==> src/rtl/if_fetch_unit_pkg.sv <==
// rtl/if_fetch_unit_pkg.sv - LC-3b shared types for the fetch stage
package lc3b_types;

  typedef logic [15:0] lc3b_word;

  typedef enum logic [1:0] {
    FETCH   = 2'd0,
    HOLD    = 2'd1,
    DISCARD = 2'd2
  } lc3b_fetch_state;

  localparam lc3b_word LC3B_PC_INCR = 16'd2;

endpackage

==> src/rtl/if_fetch_unit_if.sv <==
// rtl/if_fetch_unit_if.sv - instruction-memory read/resp bus between fetch and memory
interface if_fetch_unit_if import lc3b_types::*; ();

  logic     imem_read;
  lc3b_word imem_address;
  lc3b_word imem_rdata;
  logic     imem_resp;

  modport master (output imem_read, output imem_address, input imem_rdata, input imem_resp);
  modport slave  (input imem_read, input imem_address, output imem_rdata, output imem_resp);

endinterface

==> src/rtl/if_fetch_unit_hold_buffer.sv <==
// rtl/if_fetch_unit_hold_buffer.sv - one-entry instruction/PC+2 holding register
module if_hold_buffer import lc3b_types::*; (
  input  logic     clk,
  input  logic     reset_sig,
  input  logic     capture,
  input  logic     clear,
  input  lc3b_word instr_in,
  input  lc3b_word pc2_in,
  output lc3b_word instr,
  output lc3b_word pc2,
  output logic     valid
);

  always_ff @(posedge clk) begin
    if (reset_sig) begin
      instr <= '0;
      pc2   <= '0;
      valid <= 1'b0;
    end else if (capture) begin
      instr <= instr_in;
      pc2   <= pc2_in;
      valid <= 1'b1;
    end else if (clear) begin
      valid <= 1'b0;
    end
  end

endmodule

==> src/rtl/if_fetch_unit.sv <==
// rtl/if_fetch_unit.sv - LC-3b fetch stage feeding IF/ID; IF_FETCH_PERF_EN adds perf counters
module if_fetch_unit import lc3b_types::*; #(
  parameter lc3b_word RESET_PC  = 16'h0000,
  parameter int       CNT_WIDTH = 16
) (
  input  logic     clk,
  input  logic     reset_sig,
  input  logic     stall,
  input  logic     branch_taken,
  input  lc3b_word branch_target,
  if_fetch_unit_if.master imem,
  output lc3b_word instruction_out,
  output lc3b_word pc_plus2_out,
  output logic     load_if,
  output logic     flush_if
`ifdef IF_FETCH_PERF_EN
  ,
  output logic [CNT_WIDTH-1:0] fetch_count_out,
  output logic [CNT_WIDTH-1:0] stall_count_out
`endif
);

  lc3b_fetch_state state, state_n;
  lc3b_word pc, pc_n, pc_plus2, discard_addr, discard_n;
  lc3b_word hold_instr, hold_pc2;
  logic hold_valid, hold_capture, hold_clear;

  assign pc_plus2 = pc + LC3B_PC_INCR;

  if_hold_buffer u_hold (
    .clk       (clk),
    .reset_sig (reset_sig),
    .capture   (hold_capture),
    .clear     (hold_clear),
    .instr_in  (imem.imem_rdata),
    .pc2_in    (pc_plus2),
    .instr     (hold_instr),
    .pc2       (hold_pc2),
    .valid     (hold_valid)
  );

  always_comb begin
    imem.imem_read    = 1'b0;
    imem.imem_address = pc;
    instruction_out   = imem.imem_rdata;
    pc_plus2_out      = pc_plus2;
    load_if           = !stall;
    flush_if          = 1'b1;
    hold_capture      = 1'b0;
    hold_clear        = 1'b0;
    state_n           = state;
    pc_n              = pc;
    discard_n         = discard_addr;

    case (state)
      FETCH: begin
        imem.imem_read = 1'b1;
        if (imem.imem_resp) begin
          pc_n = pc_plus2;
          if (stall) begin
            hold_capture = 1'b1;
            state_n      = HOLD;
          end else begin
            load_if  = 1'b1;
            flush_if = 1'b0;
          end
        end
      end
      HOLD: begin
        instruction_out = hold_instr;
        pc_plus2_out    = hold_pc2;
        if (!stall) begin
          load_if    = 1'b1;
          flush_if   = !hold_valid;
          hold_clear = 1'b1;
          state_n    = FETCH;
        end
      end
      DISCARD: begin
        imem.imem_read    = 1'b1;
        imem.imem_address = discard_addr;
        if (imem.imem_resp) state_n = FETCH;
      end
      default: state_n = FETCH;
    endcase

    // Redirect forces a bubble even under stall; an in-flight read must still complete at its old address.
    if (branch_taken) begin
      load_if      = 1'b1;
      flush_if     = 1'b1;
      pc_n         = branch_target & 16'hFFFE;
      hold_capture = 1'b0;
      hold_clear   = 1'b1;
      case (state)
        FETCH: begin
          if (imem.imem_resp) begin
            state_n = FETCH;
          end else begin
            discard_n = pc;
            state_n   = DISCARD;
          end
        end
        DISCARD: state_n = imem.imem_resp ? FETCH : DISCARD;
        default: state_n = FETCH;
      endcase
    end

    if (reset_sig) begin
      imem.imem_read = 1'b0;
      load_if        = 1'b1;
      flush_if       = 1'b1;
    end
  end

  always_ff @(posedge clk) begin
    if (reset_sig) begin
      state        <= FETCH;
      pc           <= RESET_PC;
      discard_addr <= '0;
    end else begin
      state        <= state_n;
      pc           <= pc_n;
      discard_addr <= discard_n;
    end
  end

`ifdef IF_FETCH_PERF_EN
  always_ff @(posedge clk) begin
    if (reset_sig) begin
      fetch_count_out <= '0;
      stall_count_out <= '0;
    end else begin
      if (load_if && !flush_if && fetch_count_out != '1)
        fetch_count_out <= fetch_count_out + 1'b1;
      if (stall && (state == HOLD || (state == FETCH && imem.imem_resp)) && stall_count_out != '1)
        stall_count_out <= stall_count_out + 1'b1;
    end
  end
`endif

endmodule

==> src/flat_wrapper.sv <==
// flat-port wrapper written by rule: the top's interface ports become plain ports
module if_fetch_unit_flat import lc3b_types::*;
#(
  parameter lc3b_word RESET_PC  = 16'h0000,
  parameter int       CNT_WIDTH = 16
)
  (clk, reset_sig, stall, branch_taken, branch_target, instruction_out, pc_plus2_out, load_if, flush_if, imem_imem_read, imem_imem_address, imem_imem_rdata, imem_imem_resp);
  if_fetch_unit_if imem_i ();
  input  logic clk;
  input  logic reset_sig;
  input  logic stall;
  input  logic branch_taken;
  input  lc3b_word branch_target;
  output lc3b_word instruction_out;
  output lc3b_word pc_plus2_out;
  output logic load_if;
  output logic flush_if;
  output wire logic [$bits(imem_i.imem_read)-1:0] imem_imem_read;
  output wire logic [$bits(imem_i.imem_address)-1:0] imem_imem_address;
  input wire logic [$bits(imem_i.imem_rdata)-1:0] imem_imem_rdata;
  input wire logic [$bits(imem_i.imem_resp)-1:0] imem_imem_resp;
  assign imem_imem_read = imem_i.imem_read;
  assign imem_imem_address = imem_i.imem_address;
  assign imem_i.imem_rdata = imem_imem_rdata;
  assign imem_i.imem_resp = imem_imem_resp;
  if_fetch_unit #(.RESET_PC(RESET_PC), .CNT_WIDTH(CNT_WIDTH)) u_core (.clk(clk), .reset_sig(reset_sig), .stall(stall), .branch_taken(branch_taken), .branch_target(branch_target), .imem(imem_i), .instruction_out(instruction_out), .pc_plus2_out(pc_plus2_out), .load_if(load_if), .flush_if(flush_if));
endmodule
==> config.mk <==
export PLATFORM = sky130hd
export DESIGN_NAME = if_fetch_unit_flat
export DESIGN_NICKNAME = d
export VERILOG_FILES = /design/src/rtl/if_fetch_unit_pkg.sv /design/src/rtl/if_fetch_unit_if.sv /design/src/rtl/if_fetch_unit_hold_buffer.sv /design/src/rtl/if_fetch_unit.sv /design/src/flat_wrapper.sv
export SDC_FILE = /design/constraint.sdc
export NUM_CORES = 1
export LEC_CHECK = 0
export ABC_CLOCK_PERIOD_IN_PS = 3900
export CORE_MARGIN = 4
export CORE_UTILIZATION = 46
export CTS_CLUSTER_DIAMETER = 80
export CTS_CLUSTER_SIZE = 25
export DETAILED_ROUTE_END_ITERATION = 10
export PLACE_DENSITY = 0.82
export SYNTH_ARGS = -nofsm -noshare
export SYNTH_HDL_FRONTEND = slang
export SYNTH_SLANG_ARGS = --single-unit
==> constraint.sdc <==
create_clock -name clk -period 3.9 [get_ports clk]
set_input_delay 0.39 -clock clk [delete_from_list [all_inputs] [get_ports clk]]
set_output_delay 0.39 -clock clk [all_outputs]
set_load 0.1 [all_outputs]
# Word level (Yosys, flattened, before mapping)
# Index checks and enable logic that the tools add are counted.
[totals]
ff_bits = 67
in_bits = 37
elab_cells = 62
[op_classes]
addsub = 1
n_eq_ne = 6
n_mux = 35
bitwise = 1
n_reduce_logical = 12
[ops]
columns = ["operator", "n"]
rows = [
  ["16-bit two-way mux", 6],
  ["1-bit two-way mux", 19],
  ["16-bit by 2-bit adder with 16-bit output (second input constant)", 1],
  ["2-bit two-way mux", 7],
  ["3-bit inequality test (second input constant)", 4],
  ["2-bit case mux with 3 select lines", 1],
  ["2-bit nonzero test", 3],
  ["1-bit case mux with 2 select lines", 2],
  ["2-bit AND reduction", 2],
  ["4-bit AND reduction", 1],
  ["2-bit OR reduction", 2],
  ["3-bit AND reduction", 1],
  ["2-bit by 1-bit == test with 1-bit output (second input constant)", 1],
  ["2-bit == test (second input constant)", 1],
  ["1-bit zero test", 2],
  ["2-bit zero test", 1],
  ["1-bit NOT", 1],
]

# Depth between registers and ports, before layout
[depth]
word_depth = 6
depth_mapped = 7

# Cells and area by module
# Synthesis repeated with hierarchy kept, for this count alone.
[unflattened]
hier_cells = 424
area_unflattened_um2 = 3407.0
[modules_own_cells]
columns = ["module", "n_inst", "cells_each", "area_per_inst_um2"]
rows = [
  ["if_fetch_unit", 1, 316, 2202.1],
  ["if_hold_buffer", 1, 108, 1204.9],
]

# Least setup slack after synthesis
# Ideal clock, no wire load.
[synth_timing]
kind = "register to output"
from = "register u_core.pc[1]"
to = "output pc_plus2_out[15]"
arrival_ns = 2.930
required_ns = 3.510
slack_ns = 0.580
path_stages_with_launch = 6
path_buffers = 0
path_cell_list = "dfxtp_1 ha_1 nand2_1 nor4_1 xnor2_1 a21oi_1"
[synth_via]
elab_chain_cells = 2
[synth_rtl]
columns = ["item", "line_no", "source"]
rows = [
  ["start, declared", "if_fetch_unit.sv:24", "lc3b_word pc, pc_n, pc_plus2, discard_addr, discard_n;"],
  ["start signal, assigned", "if_fetch_unit.sv:122", "pc <= pc_n;"],
  ["16-bit by 2-bit adder with 16-bit output", "if_fetch_unit.sv:28", "assign pc_plus2 = pc + LC3B_PC_INCR;"],
  ["16-bit two-way mux", "if_fetch_unit.sv:55", "case (state)"],
  ["end, declared", "flat_wrapper.sv:15", "output lc3b_word pc_plus2_out;"],
]
# Every way passes these cells.

# Worst setup path after layout
# Same ends and word-level chain as after synthesis.

==> run_results.csv <==
group,metric,value,unit
grt,grt_first_pass_wirelength,14200,um
drt,drt_wl_total,8460,um
placed_design,dp_hpwl,5810,um
pwr,switching_share,37.4,%
layout,nets,511,
synth,synth.cell_area,3370,um^2
worst_setup_path,worstSetupStartpointType,"flip-flop",
min_path,hold_path_startpoint,"u_core.discard_addr[4]",
floorplanning,core_area,6940,um^2
floorplanning,fp.dieW,93.5,um
synth,synth-adder-area-share,0.372,%
drt,wire_length_per_cell_after_detailed_routing,14.7,um
floorplanning,floorplan.die_area,8750,um^2
worst_setup_path,critical_path_peak_fanout,8,
pwr,leakagePower,1.59,nW
worst_setup_path,worst_r2r_startpoint,"u_core.pc[1]",
sta,final_hold_viol_count,0,
synth,postSynthRegisterBits,64,
clock_tree,worstSkewPairLatency,0.34,ns
pwr,pwr-share-seq,37.8,%
grt,grt_overflow,0,
drt,initialDrtViolationCount,107,
sta,setup_repair_after_global_routing_missed_its_margin,"false",
sta,post-route-min-period,3.04,ns
placed_design,routabilityCongestion,0.763,
clock_tree,post-cts-setup-buffer-count,0,
clock_tree,clkTransAtPathRegs,0.07,ns
layout,layout.cells.most_common_list,"nand2_1 (76), dfxtp_1 (64), a21oi_1 (59), buf_4 (53), clkdlybuf4s50_1 (35)",
layout,layout.cells.most_common,"nand2_1",
drt,avgViaCountPerCell,5.34,
pwr,combinational_share_of_power,29.1,%
grt,grt_pass1_vias,3025,
synth,main_combinational_cell_family_by_area_after_synthesis,"simple AND/OR/NAND/NOR gates",
sta,setup_tns_final,0,ns
pwr,worst_ir_drop_vdd,0.000213,V
synth,post_synth_and_or_nand_nor_area_fraction,22.3,%
worst_setup_path,worstPathRequired,3.51,ns
grt,initial_antenna_violation_count,0,
floorplanning,io-pin-count,88,
outcome,run_status,"completed",
pwr,cell_internal_pwr,1.19,mW
worst_setup_path,timing.setup.critical_path_class,"flip-flop to primary output",
synth,synth-compound-area-share,16.4,%
flow_run,timing.max_cap.violations,0,
layout,post_route_cells_drive_above_1_share,24.7,%
synth,netlist-cell-type-count,41,
drt,detailedRoute.firstPassIterationCount,4,
sta,maxSlewHeadroom,35.0,%
layout,diodes,0,
clock_tree,clk_path_buf_depth,2,
sta,setup_violations,0,
sta,clock.fmax,329,MHz
worst_setup_path,critPathCaptureType,"primary output",
floorplanning,initial_utilization,48.5,%
floorplanning,dieHeight,93.5,um
synth,synthMuxAreaShare,11.0,%
layout,syn2layout_area_growth,26.8,%
min_path,worst_min_path_class,"flip-flop to flip-flop",
synth,synthesis.yosys.warnings,0,
worst_setup_path,critPathLaunch,"u_core.pc[1]",
clock_tree,cts_sinks,64,
clock_tree,cts_tree,"yes",
placed_design,dpl.cell_count,558,
drt,vias,3066,
drt,drtAntennaViolNets,0,
clock_tree,htreeDepth,3,
worst_setup_path,arrival_time_at_the_worst_endpoint,2.65,ns
clock_tree,root_buffer,"clkbuf_8",
clock_tree,cts_repair_resize_count,0,
sta,final_max_slew_viol_count,0,
drt,drt_drc_violations_left,0,
synth,seq_area_frac_synth,38.1,%
layout,final_cells,574,
placed_design,port_buffers,84,
synth,syn-mean-instance-area,8.13,um^2
sta,final.period_utilization,77.9,%
pwr,power-per-cell-area,444,nW/um^2
synth,post_synth_xor_xnor_area,5.46,%
floorplanning,fp-row-count,30,
clock_tree,cts.hold.buffers_added,0,
clock_tree,numCtsBuffers,9,
pwr,clock_power_share,33.2,%
synth,syn_inst,414,
grt,grt_use_total,20.4,%
sta,clock-skew-final,0.00622,ns
pwr,total_switching_power,0.709,mW
sta,worst_slew_pin_slew,0.975,ns
grt,grt_start_max_net_pins,53,
## layout make-up
cell class                 instances  area (um^2)
clock buffer                       9          124
clock inverter                     7         96.3
fill                             597         2680
inverter                           4         15.0
multi-input combinational        305         1880
sequential                        64         1280
tap                               96          120
timing repair buffer              89          753
## synthesized netlist by cell type
cell	number	area (um^2)
a211oi_1	8	60.1
a211oi_2	2	25.0
a21boi_0	4	30.0
a21o_1	1	7.51
a21oi_1	59	295
a311oi_1	3	26.3
a31oi_1	1	6.26
and3_1	1	6.26
and3b_1	1	8.76
buf_1	1	3.75
buf_2	19	95.1
buf_4	2	15.0
buf_6	1	11.3
clkbuf_1	19	71.3
conb_1	1	3.75
dfxtp_1	64	1280
ha_1	1	12.5
inv_1	3	11.3
inv_2	1	3.75
mux2_2	33	372
nand2_1	76	285
nand2b_1	5	31.3
nand3_1	8	40.0
nand4_1	2	12.5
nand4b_1	1	8.76
nor2_1	34	128
nor3_1	4	20.0
nor3_2	3	30.0
nor3b_1	2	15.0
nor3b_2	1	12.5
nor4_1	3	18.8
nor4_2	5	62.6
nor4_4	2	42.5
o21ai_0	5	25.0
o21ai_1	11	55.1
o311a_1	2	20.0
or3_1	2	12.5
or3b_1	1	8.76
or4_1	1	7.51
xnor2_1	19	166
xor2_1	2	17.5
## worst max-delay path: stages (launching register included)
cell and delay, ns:
dfxtp_1 0.47, ha_1 0.28, nand2_1 0.26, nor4_1 0.55, xnor2_1 0.15, a21oi_1 0.25, buf_4 0.34
## power groups by stage
stage	Combinational [mW]	Clock, mW	Sequential, mW
final	0.550	0.629	0.715
after global routing	0.577	0.672	0.720
after floorplan	0.448	0	0.711
after CTS	0.553	0.643	0.715
after global placement	0.547	0	0.727
after detailed placement	0.551	0	0.729
## sequential cells by signal (all words and copies together), names as in the netlist
name / cells
u_core.discard_addr: 15
u_core.pc: 15
u_core.state: 2
u_core.u_hold.instr: 16
u_core.u_hold.pc2: 15
u_core.u_hold.valid: 1
## worst paths after layout
kind | to | slack, ns | cells past startpoint
max | pc_plus2_out[15] | 0.86 | 6
min | u_core.discard_addr[4] | 0.46 | 2
max reg2reg | u_core.pc[15] | 1.75 | 5
min reg2reg | u_core.discard_addr[4] | 0.46 | 2
## kinds of logic after synthesis
kind of cell / Yosys count
flip-flops: 64
multiplexers: 33
AO/OA/AOI/OAI: 96
buffers and inverters: 46
adder cells (fa/ha/maj): 1
XOR/XNOR: 21
AND/OR/NAND/NOR: 152
other: 1
## per-layer routing
metal / part of all wire [%] / track usage [%] / up-vias
met4: 1.7 / 8.06 / 0
met1: 44 / 24.6 / 1435
met3: 7.0 / 6.60 / 11
li1: - / - / 1534
met5: 0 / 0 / -
met2: 47 / 33.4 / 86
## metrics by stage
step / hold WS (ns) / util [%] / instance area, um^2 / power [mW] / setup slack, ns
after floorplan: 0.434 / - / 3370 / 1.16 / 0.580
after global placement: 0.439 / 58.3 / 4050 / 1.27 / 1.22
after detailed placement: 0.447 / 58.3 / 4050 / 1.28 / 1.14
after CTS: 0.456 / 61.5 / 4270 / 1.91 / 0.818
after global routing: 0.477 / 61.5 / 4270 / 1.97 / 0.619
final: 0.456 / 61.5 / 4270 / 1.89 / 0.863
Note: power is estimated with default switching activity, not from simulation.
==> variant (config.mk and constraints unchanged) <==
The 3 states of `lc3b_fetch_state` get a one-hot encoding in 3 bits.
--- a/src/rtl/if_fetch_unit_pkg.sv
+++ b/src/rtl/if_fetch_unit_pkg.sv
@@ -3,10 +3,10 @@
 
   typedef logic [15:0] lc3b_word;
 
-  typedef enum logic [1:0] {
-    FETCH   = 2'd0,
-    HOLD    = 2'd1,
-    DISCARD = 2'd2
+  typedef enum logic [2:0] {
+    FETCH   = 3'b001,
+    HOLD    = 3'b010,
+    DISCARD = 3'b100
   } lc3b_fetch_state;
 
   localparam lc3b_word LC3B_PC_INCR = 16'd2;
Formal check against the unedited RTL: same outputs for any inputs over 10 cycles, from zero or initial values and one cycle with reset_sig high; not proved beyond that.
==> variant against the unedited design <==
- routed wire length grew 0.57%
- sequential power grew 2.9%
- total power grew 0.86%
- area after synthesis grew 4.5%
- final area grew 3.0%
- clock skew is essentially flat
- global-route usage shrank 1.3 points
- worst setup slack lost 47 ps
- sequential cell count grew 1
- critical endpoint unchanged
- critical path type unchanged
==> variant: results (changes against the unedited design) <==
detailed_routing:
  vias: 3180  # +3.7%
  wl_met2_mm: 3.93  # -1.4%
  drtIter0Drc: 196  # +83%
  wl_met3_um: 551  # -7.1%
  avgRoutedWirePerCell_um: 13.8  # -6.1%
global_routing:
  grtUsageMet2: 0.307  # -0.0274
  grt_pass1_wl_mm: 13.8  # -2.8%
  grt_util_all_layers: 0.191  # -0.0127
  grt_pass1_vias: 2971  # -1.8%
  grt_max_degree: 67  # +26%
  antenna_found_initial: 0  # unchanged
  use_met1: 0.245  # -0.000757
  met3_usage: 0.0347  # -0.0312
clock_network:
  cts_made_buffers: 9  # unchanged
critical_path:
  cp_top_family: "simple AND/OR/NAND/NOR gates"
  cp.arrival_ps: 2690  # +40 ps
  slowest_delay_ps: 510  # -40 ps
  rrSetupSlack_ps: 1720  # -30 ps
  ff2ff_path_depth: 5  # unchanged
  crit_slowest_cell: "dfxtp_1"
  worstPathMaxFanout: 11  # +3
final_layout:
  drive_above_1_share: 0.180  # -0.0666
  fin_nets: 549  # +7.4%
logic_synthesis:
  synthFlopType: "dfxtp_1"
  yosys.cell_types.count: 49  # +20%
  synth-seq-area-share: 0.370  # -0.0107
  synthTopCellsByCount: "nand2_1 (105), dfxtp_1 (65), nor2_1 (57)"
  synth_area_leaders: "dfxtp_1 (37%), nand2_1 (11%), nor2_1 (6.1%)"
timing:
  fin_skew_ps: 6.39  # +0.167 ps
outcome:
  status: "complete, no violations"
place:
  hpwlAfterDp_mm: 6.04  # +4.0%
min_path:
  hp-class: "flip-flop to flip-flop"
pwr:
  peakVddDrop_mv: 0.265  # +25%
==> variant: cell count changes in the layout (fill, tap and decap cells not counted), moves of 5 or more <==
cell / change
nor2_1: +23
nor3_1: +6
nand2_1: +29
o21ai_1: -11
nor4_2: -5
mux2i_1: +16
mux2_2: -18
a21oi_1: -24
xor2_1: +5
a211oi_1: +12
==> variant: report_power, final <==
group / internal (mW) / switching [mW] / leakage [nW]
logic: 0.146 / 0.396 / 1.15
clock network: 0.360 / 0.272 / 0.109
registers: 0.696 / 0.0406 / 0.531
==> variant: worst reg2reg max path, cell delays in order, from the launching register on <==
cell	delay (ps)
dfxtp_1	510
ha_1	320
nand3_4	160
or2_4	320
or4_1	510
a311oi_1	270
==> variant: through the flow <==
step	hold WS, ps	util	setup WS [ps]	area [sq um]	cells
after global routing	479	0.600	712	4400	615
final	457	0.600	816	4400	615
after detailed placement	448	0.570	1190	4180	599
after CTS	459	0.600	815	4400	615
after global placement	442	0.570	1230	4180	599
after floorplan	437	-	475	3520	454
==> variant: final cells by class <==
cell class                 instances  area [sq um]
fill                             658          2940
multi-input combinational        343          1980
sequential                        65          1300
timing repair buffer              90           761
clock buffer                       9           124
tap                               99           124
clock inverter                     7          95.1
inverter                           2          7.51
==> variant: cells by family after synthesis <==
logic type,count (synthesis),share of synthesized area
AOI/OAI and AO/OA,76,0.134
xor gates and xnor gates,22,0.0548
adders and majority gates,1,0.00356
buffers and inverters,46,0.0672
DFF,65,0.370
muxes,31,0.0936
other,1,0.00107
and+or+nand+nor,211,0.276
==> variant: how the worst min path moves through the flow <==
| stage | from | end | slack, ps | depth (start not counted) |
|---|---|---|---|---|
| after floorplan | u_core.u_hold.instr[0]$_SDFFE_PP0P_ | u_core.u_hold.instr[0]$_SDFFE_PP0P_ | 440 | 2 |
| after global placement | u_core.u_hold.pc2[2]$_SDFFE_PP0P_ | u_core.u_hold.pc2[2]$_SDFFE_PP0P_ | 440 | 2 |
| after detailed placement | u_core.u_hold.instr[4]$_SDFFE_PP0P_ | u_core.u_hold.instr[4]$_SDFFE_PP0P_ | 450 | 2 |
| after CTS | u_core.u_hold.instr[10]$_SDFFE_PP0P_ | u_core.u_hold.instr[10]$_SDFFE_PP0P_ | 460 | 2 |
| after global routing | u_core.u_hold.instr[10]$_SDFFE_PP0P_ | u_core.u_hold.instr[10]$_SDFFE_PP0P_ | 480 | 2 |
| final | u_core.u_hold.instr[6]$_SDFFE_PP0P_ | u_core.u_hold.instr[6]$_SDFFE_PP0P_ | 460 | 2 |
